**src/rtl/hazard_step_ctrl.sv**
```systemverilog
// Pipeline sequencer: run/step/halt control, load-use and branch hazard stalls, stall watchdog.
// Optional saturating perf counters when HSC_PERF_CNT_EN is defined.
module hazard_step_ctrl #(
  parameter int unsigned REG_W     = 5,
  parameter int unsigned MAX_STALL = 4,
  parameter int unsigned CNT_W     = 32
) (
  input  logic             clk,
  input  logic             reset,
  input  logic             cmd_run,
  input  logic             cmd_step,
  input  logic             cmd_halt,
  input  logic             halt_instr,
  input  logic [REG_W-1:0] RsD,
  input  logic [REG_W-1:0] RtD,
  input  logic             BranchD,
  input  logic [REG_W-1:0] RtE,
  input  logic [REG_W-1:0] WriteRegE,
  input  logic             RegWriteE,
  input  logic             MemtoRegE,
  input  logic [REG_W-1:0] WriteRegM,
  input  logic             MemtoRegM,
  output logic             pipe_en,
  output logic             StallF,
  output logic             StallD,
  output logic             FlushE,
  output logic             halted,
  output logic             step_done,
  output logic             stall_err,
  output logic [CNT_W-1:0] cycle_cnt,
  output logic [CNT_W-1:0] stall_cnt
);

  localparam int unsigned RC_W = $clog2(MAX_STALL) + 1;

  typedef enum logic [1:0] {S_HALT, S_RUN, S_STEP} state_t;

  state_t          r_state, w_state_nxt;
  logic [RC_W-1:0] r_run_cnt, w_run_cnt_nxt;
  logic            r_step_done, w_step_done_nxt;
  logic            r_stall_err, w_stall_err_nxt;

  logic w_lwstall, w_brstall, w_pipe_en, w_hz, w_wdog;

  // Hazard detection against producers in E and M
  assign w_lwstall = MemtoRegE & RegWriteE & (RtE != '0) & ((RtE == RsD) | (RtE == RtD));
  assign w_brstall = BranchD &
                     ((RegWriteE & (WriteRegE != '0) & ((WriteRegE == RsD) | (WriteRegE == RtD))) |
                      (MemtoRegM & (WriteRegM != '0) & ((WriteRegM == RsD) | (WriteRegM == RtD))));

  assign w_pipe_en = (r_state == S_RUN) | (r_state == S_STEP);
  assign w_hz      = (w_lwstall | w_brstall) & w_pipe_en;
  assign w_wdog    = w_hz & (r_run_cnt == RC_W'(MAX_STALL - 1));

  // Next-state, watchdog and status logic
  always_comb begin
    w_state_nxt     = r_state;
    w_step_done_nxt = 1'b0;
    w_stall_err_nxt = r_stall_err | w_wdog;
    w_run_cnt_nxt   = w_hz ? (r_run_cnt + RC_W'(1)) : '0;
    case (r_state)
      S_HALT: begin
        w_run_cnt_nxt = '0;
        if (cmd_halt) begin
          w_state_nxt = S_HALT;
        end else if (cmd_step) begin
          w_state_nxt = S_STEP;
        end else if (cmd_run) begin
          w_state_nxt     = S_RUN;
          w_stall_err_nxt = 1'b0;
        end
      end
      S_RUN: begin
        if (cmd_halt | halt_instr | w_wdog) begin
          w_state_nxt   = S_HALT;
          w_run_cnt_nxt = '0;
        end
      end
      S_STEP: begin
        if (cmd_halt | w_wdog) begin
          w_state_nxt   = S_HALT;
          w_run_cnt_nxt = '0;
        end else if (!w_hz) begin
          w_state_nxt     = S_HALT;
          w_step_done_nxt = 1'b1;
        end
      end
      default: begin
        w_state_nxt   = S_HALT;
        w_run_cnt_nxt = '0;
      end
    endcase
  end

  always_ff @(posedge clk) begin
    if (reset) begin
      r_state     <= S_HALT;
      r_run_cnt   <= '0;
      r_step_done <= 1'b0;
      r_stall_err <= 1'b0;
    end else begin
      r_state     <= w_state_nxt;
      r_run_cnt   <= w_run_cnt_nxt;
      r_step_done <= w_step_done_nxt;
      r_stall_err <= w_stall_err_nxt;
    end
  end

  assign pipe_en   = w_pipe_en;
  assign StallF    = w_hz;
  assign StallD    = w_hz;
  assign FlushE    = w_hz;
  assign halted    = (r_state == S_HALT);
  assign step_done = r_step_done;
  assign stall_err = r_stall_err;

`ifdef HSC_PERF_CNT_EN
  logic [CNT_W-1:0] r_cycle_cnt, r_stall_cnt;

  // Saturating counters, cleared only by reset
  always_ff @(posedge clk) begin
    if (reset) begin
      r_cycle_cnt <= '0;
      r_stall_cnt <= '0;
    end else begin
      if (w_pipe_en && (r_cycle_cnt != '1)) r_cycle_cnt <= r_cycle_cnt + CNT_W'(1);
      if (w_hz && (r_stall_cnt != '1))      r_stall_cnt <= r_stall_cnt + CNT_W'(1);
    end
  end

  assign cycle_cnt = r_cycle_cnt;
  assign stall_cnt = r_stall_cnt;
`else
  assign cycle_cnt = '0;
  assign stall_cnt = '0;
`endif

endmodule

```
**config.mk**
```make
export PLATFORM = sky130hd
export DESIGN_NAME = hazard_step_ctrl
export DESIGN_NICKNAME = d
export VERILOG_FILES = /design/src/rtl/hazard_step_ctrl.sv
export SDC_FILE = /design/constraint.sdc
export NUM_CORES = 1
export LEC_CHECK = 0
export ABC_AREA = 1
export CORE_UTILIZATION = 38
export CTS_CLUSTER_DIAMETER = 150
export DETAILED_ROUTE_END_ITERATION = 10
export PLACE_DENSITY_LB_ADDON = 0.08
export SLEW_MARGIN = 25
export SYNTH_ARGS = -nofsm -noshare
export SYNTH_HDL_FRONTEND = slang
export SYNTH_SLANG_ARGS = --single-unit
```
**constraint.sdc**
```tcl
create_clock -name clk -period 3.1 [get_ports clk]
set_clock_uncertainty 0.15 [all_clocks]
set_input_delay 0.775 -clock clk [delete_from_list [all_inputs] [get_ports clk]]
set_output_delay 0.775 -clock clk [all_outputs]
set_load 0.05 [all_outputs]
```
==> impl.org <==
** Worst setup path
- The endpoint identified for the worst register-to-register timing path is r_state[1].
- Data on the critical path is required at its endpoint by ~2200 ps.
- The worst setup path is captured at an output port.
- CP Max Fanout :: 4
- Data arrival, critical path :: about 2100 ps
- Reg2reg path depth :: 12
- Type of the setup path with the least slack :: in2out
- Reg-to-reg setup timing slack :: 1060 ps
- The slowest stage of the critical path belongs to the cell sky130_fd_sc_hd__dlygate4sd2_1.
- Cells along the critical path :: dlygate4sd2_1 -> buf_4 -> xnor2_1 -> nand3_1 -> nand2_1 -> nand2_1 -> nand2_2 -> nand2_2 -> a21oi_4 -> buf_12
- Startpoint of the most critical register-to-register path :: r_state[0]
- The worst setup path is launched from an input pin.
- The largest single stage delay on the critical path is between 200 and 300 ps.
- Tracing the worst setup path back leads to its startpoint at RsD[2].

** STA
- Final Max Slew Viols :: 0
- Setup total negative slack on the finished layout was measured at 0 ps.
- At the pin with the least slew margin, the transition time is roughly 500 ps.
- Slew Limit Headroom :: 66.8%
- Fmax :: between 300 and 400 MHz
- Minimum clock period :: approximately 3000 ps
- Final worst-path setup slack :: 75.2 ps
- The worst path uses 97.6% of the clock period.
- Setup-violating endpoint count in the final report :: 0
- Final hold violation count :: 0

** Floorplanning
- The floorplan has 22 rows.
- Pin placement for this block handled between 100 and 150 I/O pins.
- Height of the die :: approximately 64 um
- The die covers ~0.0041 mm^2.
- Once the floorplan was initialized, standard cells occupied 40.0% of the core.
- Die W :: 64.3 um
- After floorplanning, the core was sized to cover ~0.0037 mm^2.

** Route
- The routed design has approximately 3.1 mm of wire.
- Detail Route Antenna Nets :: 0
- In the routed design, unresolved DRC markers number 0.
- Vias after detailed routing :: between 1,000 and 1,500
- Average wire per cell in the routed design :: 9.05 um
- In this run, the number of DRC markers left after iteration 0 of detailed routing was 37.
- Number of iterations in the first detailed-routing pass :: 4
- Using the TritonRoute via totals, the vias-per-cell ratio works out to 3.91.

** Clock network
- TritonCTS built the clock tree.
- The clock drives 7 sinks.
- H-tree depth :: 1
- Num CTS Buffers :: 3
- Clk slew on worst S/H paths :: around 40 ps
- The tree is rooted in a sky130_fd_sc_hd__clkbuf_8.
- The later pin in the worst-skew pair is clocked with a latency of approximately 230 ps.
- Clock tree buffer depth :: 2

** Final layout
- Number of nets in the finished design :: between 300 and 400
- Area added between synthesis and finish :: 25.0%
- In the final layout, the share of cells above drive strength 1 is between 10% and 20%.
- Most frequent standard cell in the layout excluding fill and tap cells :: sky130_fd_sc_hd__conb_1
- Post-Route Utilization :: about half
- The number of antenna diodes in the final layout is 0.
- Fillers :: 413
- Final standard cell area without fillers :: ~0.0018 mm^2
- Most used cells in the layout excluding fill and tap cells :: sky130_fd_sc_hd__conb_1 (64), sky130_fd_sc_hd__nand2_1 (56), sky130_fd_sc_hd__inv_1 (24), sky130_fd_sc_hd__nor2_1 (17), sky130_fd_sc_hd__clkdlybuf4s50_1 (13)

** Logic synthesis
- After synthesis, the share of flip-flops with an asynchronous set or reset is 0%.
- After technology mapping, the gate count stands at 240.
- Leading register cell type out of synthesis :: sky130_fd_sc_hd__dfxtp_1
- Syn Area/Cell :: between 6 and 7 um^2
- EDFF count, synth :: 0
- The synthesized netlist contains 26 unique library cells.
- Total of flip-flops plus latches after synthesis :: 7
- Post-synthesis instance area :: between 0.001 and 0.0015 mm^2
- After synthesis, flip-flops and latches occupy 9.51% of the total area.
- Number of warnings reported in the yosys synthesis log :: 0

** Power and ir drop
- In this run the static leakage power is roughly 1.0 nW.
- The share of total power dissipated in the clock network is between 20% and 30%.
- Largest vdd supply drop :: 0.308 mV
- In this run, the combinational gates consume 60.4% of the power.
- Summed over all nets, the switching power comes to 310 uW.
- Sequential fraction of design power :: ~17%
- For this design the ratio of total power to cell area is 311 mW/mm^2.
- Summing internal, switching and leakage power gives 573 uW.
- The internal portion of the total power is around 260 uW.
- Switching Share :: 54.1%

** Global route
- The number of antenna violations at the first check in global routing was 0.
- In the global route stage, overall resource usage came out at 14.9%.
- The first global-routing pass estimated roughly 4.8 mm of wire.
- The via count of the first global-routing pass is 1,116.
- Congestion Overflow GR :: 0
- Entering global routing, the biggest net connects 8 pins.

** Place
- Summing all placed instances gives a cell area of between 0.0015 and 0.002 mm^2.
- Number of I/O port buffers :: 41
- The congestion estimate from routability-driven global placement came to ~0.85.
- Detailed placement ended at an HPWL of 2.58 mm.
- Worst-case setup slack after placement :: -300 ps

** Run status
- The run finished with clean final reports.

** Min path
- Cell count of the worst hold path :: 1
- The startpoint identified for the worst hold timing path is r_run_cnt[0].
- Hold endpoint :: r_run_cnt[0]
- Class of the most critical hold timing path :: reg2reg

** Run
- Count of max-cap constraint violations :: 0
-- worst max-delay path: cells and delay by family --
kind	cells	cell delay, ps
buf+inv	3	590
simple gates	5	330
compound gates	1	260
xor+xnor	1	140
-- what timing repair did --
item	CTS	global route
resized for setup	33	26
setup endpoints to repair	3	3
hold buffers	0	0
pin swaps	3	5
setup buffers	1	1
endpoints found under the hold margin	0	0
-- per-layer routing --
layer | global-route usage, % | part of all wire [%] | vias to the layer above
met4 | 5.00 | 0.87 | 0
met3 | 3.57 | 7.1 | 4
met2 | 25.3 | 48 | 60
li1 | - | - | 713
met1 | 18.1 | 44 | 560
met5 | 0 | 0 | -
-- power by group through the flow --
stage               Combinational (mW)  Clock (mW)  Sequential [mW]
finish                           0.346       0.133           0.0944
global route                     0.368       0.141           0.0947
CTS                              0.339       0.137           0.0945
detailed placement               0.348           0           0.0960
global placement                 0.349           0           0.0961
floorplan                        0.323           0           0.0969
-- flip-flops by register name, summed over array words and instances, names as in the netlist --
register   flops
r_run_cnt      3
r_state        2
stall_err      1
step_done      1
-- cell families after synthesis --
group / after synthesis / synth area share [%]
AOI/OAI and AO/OA: 7 / 3.57
adders and majority gates: 5 / 4.24
other: 1 / 0.254
xor gates and xnor gates: 11 / 6.54
and+or+nand+nor: 108 / 33.4
buffers and inverters: 101 / 42.5
DFF: 7 / 9.51
-- Yosys cell counts (2+ instances only) --
cell                      instances  area, um^2
sky130_fd_sc_hd__nand3_4          2        35.0
sky130_fd_sc_hd__nor3_1           5        25.0
sky130_fd_sc_hd__xor2_1           5        43.8
sky130_fd_sc_hd__ha_1             5        62.6
sky130_fd_sc_hd__nand2_2          3        18.8
sky130_fd_sc_hd__a21oi_1          2        10.0
sky130_fd_sc_hd__nand2_1         58         218
sky130_fd_sc_hd__inv_2            6        22.5
sky130_fd_sc_hd__buf_4           66         495
sky130_fd_sc_hd__dfxtp_1          7         140
sky130_fd_sc_hd__xnor2_1          6        52.6
sky130_fd_sc_hd__nand3_1          9        45.0
sky130_fd_sc_hd__nand4_1          6        37.5
sky130_fd_sc_hd__o21ai_0          2        10.0
sky130_fd_sc_hd__inv_1           28         105
sky130_fd_sc_hd__nor2_1          20        75.1
-- stage by stage --
step | hold slack, ps | cells
after floorplan | 258 | 303
after CTS | 284 | 341
final | 281 | 342
after global routing | 320 | 342
after detailed placement | 279 | 336
after global placement | 276 | 336
-- worst max-delay path by stage --
stage / end / slack [ps] / cells past startpoint
floorplan: StallD / 200 / 7
global route: FlushE / -30 / 12
detailed placement: StallD / -300 / 12
global placement: StallD / -300 / 12
finish: FlushE / 80 / 10
CTS: StallD / 4 / 12
-- cell type report --
type	count	area [um^2]	area share, %
Sequential cell	7	140	7.60
Tap cell	48	60.1	3.26
Timing Repair Buffer	53	499	27.1
Clock buffer	4	45.0	2.44
Multi-Input combinational cell	195	967	52.5
Inverter	35	131	7.13
Power figures use the tool's default switching activity.
